## src/rtl/mem_image_loader.sv

```systemverilog
// Streams host words in pairs into instruction or data memory
// while holding the core flushed; all outputs are registered.
module mem_image_loader #(
  parameter int                  DM_ADDRESS = 9,
  parameter int                  DATA_W     = 32,
  parameter int                  LEN_W      = 8,
  parameter int                  STRIDE     = 8,
  parameter logic [DM_ADDRESS-1:0] DPARK_ADDR = 9'h1F8,
  parameter logic [DM_ADDRESS-1:0] IPARK_ADDR = 9'h1F8
) (
  input  logic                  clk,
  input  logic                  reset,
  input  logic                  start,
  input  logic                  target,
  input  logic [DM_ADDRESS-1:0] base_addr,
  input  logic [LEN_W-1:0]      len_words,
  input  logic                  s_valid,
  input  logic [DATA_W-1:0]     s_data,
  output logic                  s_ready,
  output logic                  enable_load_ex_mem,
  output logic [DM_ADDRESS-1:0] DataExMemAddress,
  output logic [DATA_W-1:0]     DataExMemData1,
  output logic [DATA_W-1:0]     DataExMemData2,
  output logic [DM_ADDRESS-1:0] InstExMemAddress,
  output logic [DATA_W-1:0]     InstExMemData1,
  output logic [DATA_W-1:0]     InstExMemData2,
  output logic                  busy,
  output logic                  done,
  output logic                  err
);

  typedef enum logic [2:0] {
    IDLE, LO, HI, WRITE, FINISH
  } state_t;

  // wide enough to hold base + 4*len without overflow
  localparam int SUM_W = DM_ADDRESS + LEN_W + 3;

  state_t                state, state_n;
  logic                  tgt, tgt_n;
  logic [DM_ADDRESS-1:0] addr, addr_n;
  logic [LEN_W-1:0]      rem, rem_n;
  logic [DATA_W-1:0]     d1, d1_n;
  logic [DATA_W-1:0]     d2, d2_n;
  logic                  err_n;
  logic                  bad;
  logic [SUM_W-1:0]      end_addr;
  logic                  wr;
  logic                  xfer;

  assign xfer = s_valid && s_ready;

  always_comb begin
    end_addr = SUM_W'(base_addr)
             + (SUM_W'(len_words) << 2);
    bad = (len_words == '0)
       || (base_addr[2:0] != 3'd0)
       || (end_addr > (SUM_W'(1) << DM_ADDRESS));
  end

  always_comb begin
    state_n = state;
    tgt_n   = tgt;
    addr_n  = addr;
    rem_n   = rem;
    d1_n    = d1;
    d2_n    = d2;
    err_n   = 1'b0;
    unique case (state)
      IDLE: begin
        if (start) begin
          if (bad) begin
            err_n = 1'b1;
          end else begin
            tgt_n   = target;
            addr_n  = base_addr;
            rem_n   = len_words;
            state_n = LO;
          end
        end
      end
      LO: begin
        if (xfer) begin
          d1_n  = s_data;
          rem_n = rem - LEN_W'(1);
          if (rem == LEN_W'(1)) begin
            // odd length: pad high word
            d2_n    = '0;
            state_n = WRITE;
          end else begin
            state_n = HI;
          end
        end
      end
      HI: begin
        if (xfer) begin
          d2_n    = s_data;
          rem_n   = rem - LEN_W'(1);
          state_n = WRITE;
        end
      end
      WRITE: begin
        addr_n  = addr + DM_ADDRESS'(STRIDE);
        state_n = (rem != '0) ? LO : FINISH;
      end
      FINISH: begin
        state_n = IDLE;
      end
      default: begin
        state_n = IDLE;
      end
    endcase
  end

  assign wr = (state_n == WRITE);

  always_ff @(posedge clk or negedge reset) begin
    if (!reset) begin
      state              <= IDLE;
      tgt                <= 1'b0;
      addr               <= '0;
      rem                <= '0;
      d1                 <= '0;
      d2                 <= '0;
      s_ready            <= 1'b0;
      enable_load_ex_mem <= 1'b0;
      busy               <= 1'b0;
      done               <= 1'b0;
      err                <= 1'b0;
      DataExMemAddress   <= DPARK_ADDR;
      DataExMemData1     <= '0;
      DataExMemData2     <= '0;
      InstExMemAddress   <= IPARK_ADDR;
      InstExMemData1     <= '0;
      InstExMemData2     <= '0;
    end else begin
      state              <= state_n;
      tgt                <= tgt_n;
      addr               <= addr_n;
      rem                <= rem_n;
      d1                 <= d1_n;
      d2                 <= d2_n;
      s_ready            <= (state_n == LO)
                         || (state_n == HI);
      enable_load_ex_mem <= (state_n != IDLE);
      busy               <= (state_n != IDLE);
      done               <= (state == FINISH);
      err                <= err_n;
      // memories write whenever enable is high,
      // so idle ports must sit on the park slot
      if (wr && tgt_n) begin
        DataExMemAddress <= addr_n;
        DataExMemData1   <= d1_n;
        DataExMemData2   <= d2_n;
      end else begin
        DataExMemAddress <= DPARK_ADDR;
        DataExMemData1   <= '0;
        DataExMemData2   <= '0;
      end
      if (wr && !tgt_n) begin
        InstExMemAddress <= addr_n;
        InstExMemData1   <= d1_n;
        InstExMemData2   <= d2_n;
      end else begin
        InstExMemAddress <= IPARK_ADDR;
        InstExMemData1   <= '0;
        InstExMemData2   <= '0;
      end
    end
  end

endmodule

```

## config.mk

```make
export PLATFORM = sky130hd
export DESIGN_NAME = mem_image_loader
export DESIGN_NICKNAME = d
export VERILOG_FILES = /design/src/rtl/mem_image_loader.sv
export SDC_FILE = /design/constraint.sdc
export NUM_CORES = 1
export LEC_CHECK = 0
export CAP_MARGIN = 20
export CORE_MARGIN = 2
export CORE_UTILIZATION = 40
export DETAILED_ROUTE_END_ITERATION = 6
export PLACE_DENSITY_LB_ADDON = 0.25
export SLEW_MARGIN = 20
export SYNTH_ARGS = -nofsm -noshare
export SYNTH_HDL_FRONTEND = slang
export SYNTH_SLANG_ARGS = --single-unit
```

## constraint.sdc

```tcl
create_clock -name clk -period 4.2 [get_ports clk]
set_input_delay 1.05 -clock clk [delete_from_list [all_inputs] [get_ports clk]]
set_output_delay 1.05 -clock clk [all_outputs]
set_load 0.03 [all_outputs]
```

==> flow_summary.ini, run 1 <==
[synthesis]
yosys_most_used_dff = dfrtp_1
synthTopCellsByArea = dfrtp_1 65%, nor2_1 6.6%, mux2i_1 4.6%
ys_warn_count = 0
netlist_instances = 724
ys_seq_area_share_pct = 68.2
async_reset_ff_share_pct = 100
ys_ff_latch = 235
synthDistinctLibCells = 52
yosysMostFrequentCell = dfrtp_1
syn_area_sq_um = 8650
yosys-top-cells-count = 223 x dfrtp_1, 151 x nor2_1, 74 x inv_1
synth.avg_cell_area_sq_um = 11.9
synth_top_area_share_pct = 64.5
syn-num-nets = 789
synth.largest_area_cell = dfrtp_1
synth_edf_count = 0

[setup_path]
reg2reg_depth = 7
rr_startpoint = state[2]
critPathMaxFanout = 21
worst_ep_arrival_time_ns = 4.08
end_kind = register
crit_type = primary input to register
worstPathRequired_ns = 4.59
r2r_slack_ns = 1.46
start_kind = primary input
r2r_end = InstExMemData1[28]

[route]
drt_pass1_iterations = 5
dr_total_vias = 6021
wl_um = 20700
drc = 0
drtIter0Drc = 324
postRouteAntennaNets = 0
routedWlPerCell_um = 16.8
vias_per_cell = 4.90

[power_and_ir_drop]
ir_worst_vdd_uv = 249
powerDensity_nw_per_um2 = 490
power.static_leakage_nw = 5.93
finalPower_mw = 5.78

[global_routing]
grt_pass1_vias = 6014
grt_pass1_wl_um = 32300
antenna_found_initial = 1
grt_max_degree = 108
gr-total-overflow = 0
track_usage_pct = 18.2

[timing]
final.min_clock_period_ns = 3.69
rsz0062_at_grt = no
drv_slew = 0
final_hold_viol_count = 0
clock.fmax_mhz = 271
max_slew.worst_pin.slew_ns = 0.792
fin_crit_sh_pct = 87.9
finalWorstSetupSlack_ns = 0.508
clock-skew-final_ns = 0.0161
fin_setup_tns_ns = 0
max-slew-margin-rel_pct = 47.2
setup_viol = 0

[cells_and_area]
drive_above_1_share_pct = 8.69
final_cells = 1230
design_area_sq_um = 11800
area_delta_synth_final_pct = 36.5
nets = 1001
antenna_cells = 0

[placement]
dp.cells = 1184
placed_area_sq_um = 11000
place_ws_ns = 0.000659
io_buffers = 204
dp_hpwl_um = 14000
place_congestion = 0.867

[min_path]
hold_depth = 2
min-delay-start = addr[0]
min_to = addr[0]
hold_path.class = register to register

[clock_tree]
cts-buffers-inserted = 25
worstSkewPairLatency_ns = 0.53
post_cts_buffers = 0
clk_path_buf_depth = 3
clkSinkCount = 235
cts_max_level = 1
cts_root_buffer = clkbuf_16
clkSlewWorstSetupHoldPaths_ns = 0.06
ctsResizeCount = 0
cts_hold_buffers = 0
tritoncts = built

[floorplanning]
rows = 53
dieArea_sq_um = 22800
coreArea_sq_um = 21100
ios = 205
die_h_um = 151
die_w_um = 151
start_util_pct = 41.0

[flow_run]
maxCapViolations = 0

[run_status]
outcome = finished, final reports clean
## how the worst max path moves through the flow
stage                            start                  to  slack [ns]  cells past startpoint
final                     len_words[0]  InstExMemData1[28]        0.51                     11
after global routing      len_words[0]  InstExMemData1[21]        0.28                     11
after CTS                 len_words[0]  InstExMemData1[28]        0.54                     11
after detailed placement  len_words[0]  InstExMemData1[22]      0.0007                     11
after global placement    len_words[0]  InstExMemData1[21]        0.09                     11
after floorplan           base_addr[2]  InstExMemData1[30]        0.85                     11
## area by class of cell
cell class / instances / area (sq um)
timing repair buffer: 219 / 2180
inverter: 74 / 278
fill: 1814 / 9280
multi-input combinational: 381 / 2310
clock inverter: 10 / 103
tap: 275 / 344
sequential: 235 / 5900
clock buffer: 36 / 687
## placed cells by master, fill, tap and decap left out, types with 4 or more instances in the layout
cell	n
a211o_1	10
a21o_1	5
a21oi_1	10
a22oi_1	27
a311oi_1	4
and3_1	8
buf_4	13
clkbuf_1	9
clkbuf_16	25
clkdlybuf4s50_1	203
clkinv_2	4
dfrtp_1	223
dfstp_2	12
ha_1	10
inv_1	74
mux2i_1	40
nand2_1	16
nand2b_1	4
nand3_1	7
nand4_1	5
nor2_1	150
nor3_1	15
o21a_1	4
o21ai_0	5
o21ai_1	4
or2_2	12
or3_1	6
## where the power goes
part	internal, mW	total, mW	switching (mW)
combinational	0.364	0.939	0.576
clock	1.21	2.09	0.876
sequential	2.61	2.76	0.152
total	4.18	5.78	1.60
## registers in the layout (all words and copies together), names as in the netlist
register          count
rem                   8
done                  1
DataExMemData1       32
d2                   32
s_ready               1
tgt                   1
InstExMemData2       32
DataExMemData2       32
err                   1
busy                  1
InstExMemData1       32
state                 3
DataExMemAddress      9
d1                   32
addr                  9
InstExMemAddress      9
## routing by layer
metal / track usage (%) / routed length [um] / vias up
met3: 3.95 / 1560 / 35
met5: 0 / 0 / -
met1: 24.9 / 8830 / 2938
met2: 29.8 / 9850 / 229
li1: - / - / 2819
met4: 4.67 / 430 / 0
## kinds of logic (layout without fill, tap and decap cells)
logic type	count (synthesis)	count (layout)	share of synthesized area, %
and+or+nand+nor	235	235	11.9
DFF	235	235	68.2
muxes	40	40	4.63
buffers and inverters	108	339	5.22
AOI/OAI and AO/OA	92	92	8.03
xor gates and xnor gates	3	3	0.304
adders and majority gates	11	11	1.68
## worst max-delay path, cell delays in order
cell             delay [ns]
clkdlybuf4s50_1        0.45
ha_1                   0.23
fa_1                   0.45
a21oi_1                0.19
o22ai_1                0.15
a311oi_1               0.35
o21ai_1                0.18
o21a_1                 0.27
o211ai_4               0.35
buf_4                  0.33
nor2_1                 0.08
## through the flow
stage / hold slack [ns] / utilization, %
2_1_floorplan: 0.439 / -
3_3_place_gp: 0.464 / 52.2
3_5_place_dp: 0.473 / 52.2
4_1_cts: 0.489 / 56.0
5_1_grt: 0.515 / 56.0
6_report: 0.486 / 56.0
Power figures use the tool's default switching activity.
==> run 2: changes to the inputs <==
CORE_MARGIN = default   (was 2)
SETUP_SLACK_MARGIN = 0.2   (was default)
==> run 2 against run 1 <==
Net effect: sequential power hardly changed; register-to-register slack worse by 0.03 ns; non-clock buffer count is 1 higher; critical path type unchanged; critical endpoint is now InstExMemData1[11]; highest routed layer is now met5.
==> flow_summary.ini, run 2 (synthesized netlist as in run 1, its figures left out) <==
[cells_and_area]
nets = 1002
final_cell_mix = 223 x dfrtp_1, 203 x clkdlybuf4s50_1, 150 x nor2_1
nFillCells = 1760
drive_above_1_share_pct = 9.21
final_cells = 1231
area_delta_synth_final_pct = 37.3
mostFrequentLayoutCell = dfrtp_1
antenna_cells = 0
design_area_sq_um = 11900

[floorplanning]
ios = 205
die_w_um = 149
rows = 53
start_util_pct = 41.0
die_h_um = 149
coreArea_sq_um = 21100
dieArea_sq_um = 22200

[placement]
dp_hpwl_um = 13700
place_ws_ns = 0.0404
io_buffers = 204
dp.cells = 1185
placed_area_sq_um = 11000
place_congestion = 0.877

[route]
routedWlPerCell_um = 16.7
drt_pass1_iterations = 4
dr_total_vias = 6040
wl_um = 20600
drc = 0
drtIter0Drc = 291
postRouteAntennaNets = 0
vias_per_cell = 4.91

[global_routing]
grt_pass1_wl_um = 32600
grt_max_degree = 98
antenna_found_initial = 1
grt_pass1_vias = 5852
gr-total-overflow = 0
track_usage_pct = 18.8

[setup_path]
critPathMaxFanout = 46
end_kind = register
start_kind = primary input
worst_ep_arrival_time_ns = 4.07
crit_type = primary input to register
worstPathRequired_ns = 4.58
reg2reg_depth = 7

[timing]
final.min_clock_period_ns = 3.68
max-slew-margin-rel_pct = 47.8
max_slew.worst_pin.slew_ns = 0.777
finalWorstSetupSlack_ns = 0.516
fin_crit_sh_pct = 87.7
fin_setup_tns_ns = 0
setup_viol = 0
clock-skew-final_ns = 0.0134
drv_slew = 0
rsz0062_at_grt = no
final_hold_viol_count = 0
timing.hold.ws_ns = 0.481
clock.fmax_mhz = 271

[clock_tree]
cts_hold_buffers = 0
worstSkewPairLatency_ns = 0.51
cts_max_level = 1
tritoncts = built
cts-buffers-inserted = 25
ctsResizeCount = 0
cts_root_buffer = clkbuf_16
post_cts_buffers = 0
clk_path_buf_depth = 3
clkSinkCount = 235
clkSlewWorstSetupHoldPaths_ns = 0.06

[run_status]
outcome = finished, final reports clean

[min_path]
hold_path.class = register to register
hold_depth = 2

[power_and_ir_drop]
ir_worst_vdd_uv = 258
powerDensity_nw_per_um2 = 499
power.static_leakage_nw = 5.96

[flow_run]
maxCapViolations = 0
-- run 2: cell count changes in the layout (fill, tap and decap cells not counted), sizes merged --
cell / before / now
clkinvlp: 2 / 3
clkbuf: 36 / 37
bufinv: 1 / 2
clkinv: 6 / 3
buf: 16 / 17
-- run 2: layout make-up --
class	count	area, sq um	share of cell area [%]
clock buffer	37	741	6.24
clock inverter	9	106	0.896
inverter	74	278	2.34
multi-input combinational	381	2310	19.5
sequential	235	5900	49.7
tap	275	344	2.90
timing repair buffer	220	2190	18.5
-- run 2: where the power goes --
group          internal, mW  leakage (nW)  switching (mW)
registers              2.60          3.14           0.152
clock network          1.34         0.409           0.875
logic                 0.365          2.41           0.586
total                  4.31          5.96            1.61
-- run 2: path summary, 6_finish.rpt --
check / to / startpoint / slack, ns
max: InstExMemData1[11] / len_words[0] / 0.52
min: addr[1] / addr[1] / 0.48
max reg2reg: InstExMemData1[11] / state[2] / 1.43
min reg2reg: addr[1] / addr[1] / 0.48
max in group asynchronous: d2[5] / reset / 2.73
min in group asynchronous: DataExMemData1[13] / reset / 0.56
-- run 2: through the flow --
stage	utilization [%]	total power [mW]
after global placement	52.3	3.71
after floorplan	-	3.40
after global routing	56.3	6.25
final	56.3	5.93
after detailed placement	52.3	3.74
after CTS	56.3	5.99
-- run 2: metal layers --
layer,GRT usage (%),vias up,wire length [um]
li1,-,2813,-
met1,26.4,2975,9080
met2,29.6,213,9710
met5,0,-,13
met4,4.80,2,395
met3,4.01,37,1390
-- run 2: worst max-delay path, stage by stage --
cell and delay (ns):
clkdlybuf4s50_1 0.46, ha_1 0.23, fa_1 0.45, a21oi_1 0.17, o22ai_1 0.14, a311oi_1 0.39, o21ai_1 0.16, o21a_1 0.29
o211ai_4 0.32, buf_12 0.29, nor2_1 0.08
==> run 3: changes to the inputs <==
PLACE_DENSITY_LB_ADDON = 0.12   (was 0.25)
clock period = 3.15 ns   (was 4.2 ns; I/O delays follow)
==> run 3 against run 2 <==
Net effect: clock skew down 0.0036 ns; clock-buffer cell count unchanged; core utilization up 3.7 points; via count up 2.7%; first-iteration DRC count down 3.4%; non-clock buffer count up 52; power up 37%; critical path type unchanged; sequential power up 33%.
==> flow_summary.ini, run 3 (synthesized netlist as in run 1, its figures left out) <==
[run_status]
outcome = finished, final reports clean

[timing]
clock-skew-final_ns = 0.00977
setup_viol = 0
timing.hold.ws_ns = 0.104
clock.fmax_mhz = 341
drv_slew = 0
final_hold_viol_count = 0
max_slew.worst_pin.slew_ns = 0.583
rsz0062_at_grt = no
max-slew-margin-rel_pct = 61.0
fin_crit_sh_pct = 93.0
final.min_clock_period_ns = 2.93
finalWorstSetupSlack_ns = 0.220

[min_path]
hold_path.class = primary input to asynchronous set/reset pin

[clock_tree]
clkSlewWorstSetupHoldPaths_ns = 0.06
cts_max_level = 1
cts_root_buffer = clkbuf_16
cts-buffers-inserted = 25
clkSinkCount = 235
clk_path_buf_depth = 3
worstSkewPairLatency_ns = 0.52
tritoncts = built

[setup_path]
end_kind = register
slowest_delay_ns = 0.32
reg2reg_depth = 10
path_cells = clkdlybuf4s15_1 -> ha_4 -> a211o_1 -> a41oi_2 -> o211ai_1 -> a211o_1 -> buf_6 -> o211ai_1 -> buf_4 -> o211ai_4 -> buf_12 -> buf_12 -> nor2_1
critPathMaxFanout = 13
worstPathRequired_ns = 3.59
crit_type = primary input to register
cp_num_buf_inv = 5
crit_family = compound AO/OA/AOI/OAI gates
slowest_stage = a211o_1
worst_ep_arrival_time_ns = 3.37
start_kind = primary input
crit_cells = 13

[route]
dr_total_vias = 6204
drc = 0
met3_length_um = 1320
wl_um = 21900
wl_met2_um = 10500
top_layer = met4
routedWlPerCell_um = 17.0
drt_pass1_iterations = 4
postRouteAntennaNets = 0
vias_per_cell = 4.84
drtIter0Drc = 281
drt-met1-wl_um = 9760

[power_and_ir_drop]
combPwrFrac_pct = 17.4
power.static_leakage_nw = 6.35
p_sw_share_pct = 26.8
p_sw_mw = 2.18
p_int_mw = 5.95
powerDensity_nw_per_um2 = 643
ir_worst_vdd_uv = 343
power_frac_seq_pct = 45.2
clockPowerShare_pct = 37.4

[floorplanning]
rows = 53
ios = 205
coreArea_sq_um = 21100
die_h_um = 149
start_util_pct = 41.0
die_w_um = 149
dieArea_sq_um = 22200

[global_routing]
track_usage_pct = 20.3
grt_pass1_wl_um = 35100
antenna_found_initial = 0
grt_max_degree = 101
gr-total-overflow = 0
grt_pass1_vias = 6402

[placement]
place_ws_ns = -0.658
dp_hpwl_um = 14500
io_buffers = 204
placed_area_sq_um = 11400
place_congestion = 0.830

[cells_and_area]
drive_above_1_share_pct = 17.6
antenna_cells = 0
design_area_sq_um = 12600
final_cell_mix = 223 x dfrtp_1, 188 x clkdlybuf4s50_1, 137 x nor2_1
nets = 1055
nFillCells = 1793
mostFrequentLayoutCell = dfrtp_1
area_delta_synth_final_pct = 46.2

[flow_run]
maxCapViolations = 0
-- run 3: routing by layer --
metal,up-vias,GRT usage [%]
li1,2923,-
met5,-,0
met1,3084,28.1
met2,174,33.2
met3,23,4.25
met4,0,4.03
-- run 3: final timing paths --
kind                                    from             endpoint  slack [ns]
worst max-delay path            base_addr[5]   InstExMemData2[16]        0.22
worst min-delay path                   reset   DataExMemData1[13]        0.10
worst max register to register      state[1]   InstExMemData2[16]        0.51
worst min register to register       addr[0]              addr[0]        0.48
max in group asynchronous              reset  InstExMemAddress[5]        2.25
min in group clk                     addr[0]              addr[0]        0.48
-- run 3: worst reg2reg max path, stage by stage (launching register included) --
cell	delay, ns
dfrtp_1	0.44
or4b_1	0.64
a311oi_2	0.27
o21ai_1	0.12
buf_4	0.16
o211ai_1	0.20
buf_4	0.18
o211ai_4	0.12
buf_12	0.19
buf_12	0.15
nor2_1	0.11
-- run 3: area by class of cell --
cell class | count | area, sq um | area share, %
clock inverter | 7 | 150 | 1.19
timing repair buffer | 272 | 2690 | 21.3
inverter | 74 | 278 | 2.20
clock buffer | 37 | 711 | 5.62
multi-input combinational | 382 | 2570 | 20.3
sequential | 235 | 5900 | 46.6
tap | 275 | 344 | 2.72
-- run 3: repair_timing --
action | in CTS | in global routing
pin swaps | 8 | 13
setup buffers | 7 | 5
gates resized for setup | 50 | 20
endpoints found under the setup margin | 97 | 89
cloned | 3 | 0
hold buffers | 0 | 0
-- run 3: power groups by stage --
stage          clock (mW)  sequential [mW]  combinational [mW]
5_1_grt              3.25             3.72                1.60
3_5_place_dp            0             3.73                1.31
2_1_floorplan           0             3.72               0.822
6_report             3.04             3.68                1.41
4_1_cts              3.12             3.68                1.39
3_3_place_gp            0             3.71                1.29
-- run 3: metrics by stage --
step	total power, mW	cells	util, %	setup TNS, ns
2_1_floorplan	4.54	724	-	0
3_3_place_gp	5.01	1223	54.1	-53.53
3_5_place_dp	5.04	1223	54.1	-57.15
4_1_cts	8.18	1277	59.4	0
5_1_grt	8.57	1282	60.0	0
6_report	8.13	1282	60.0	0
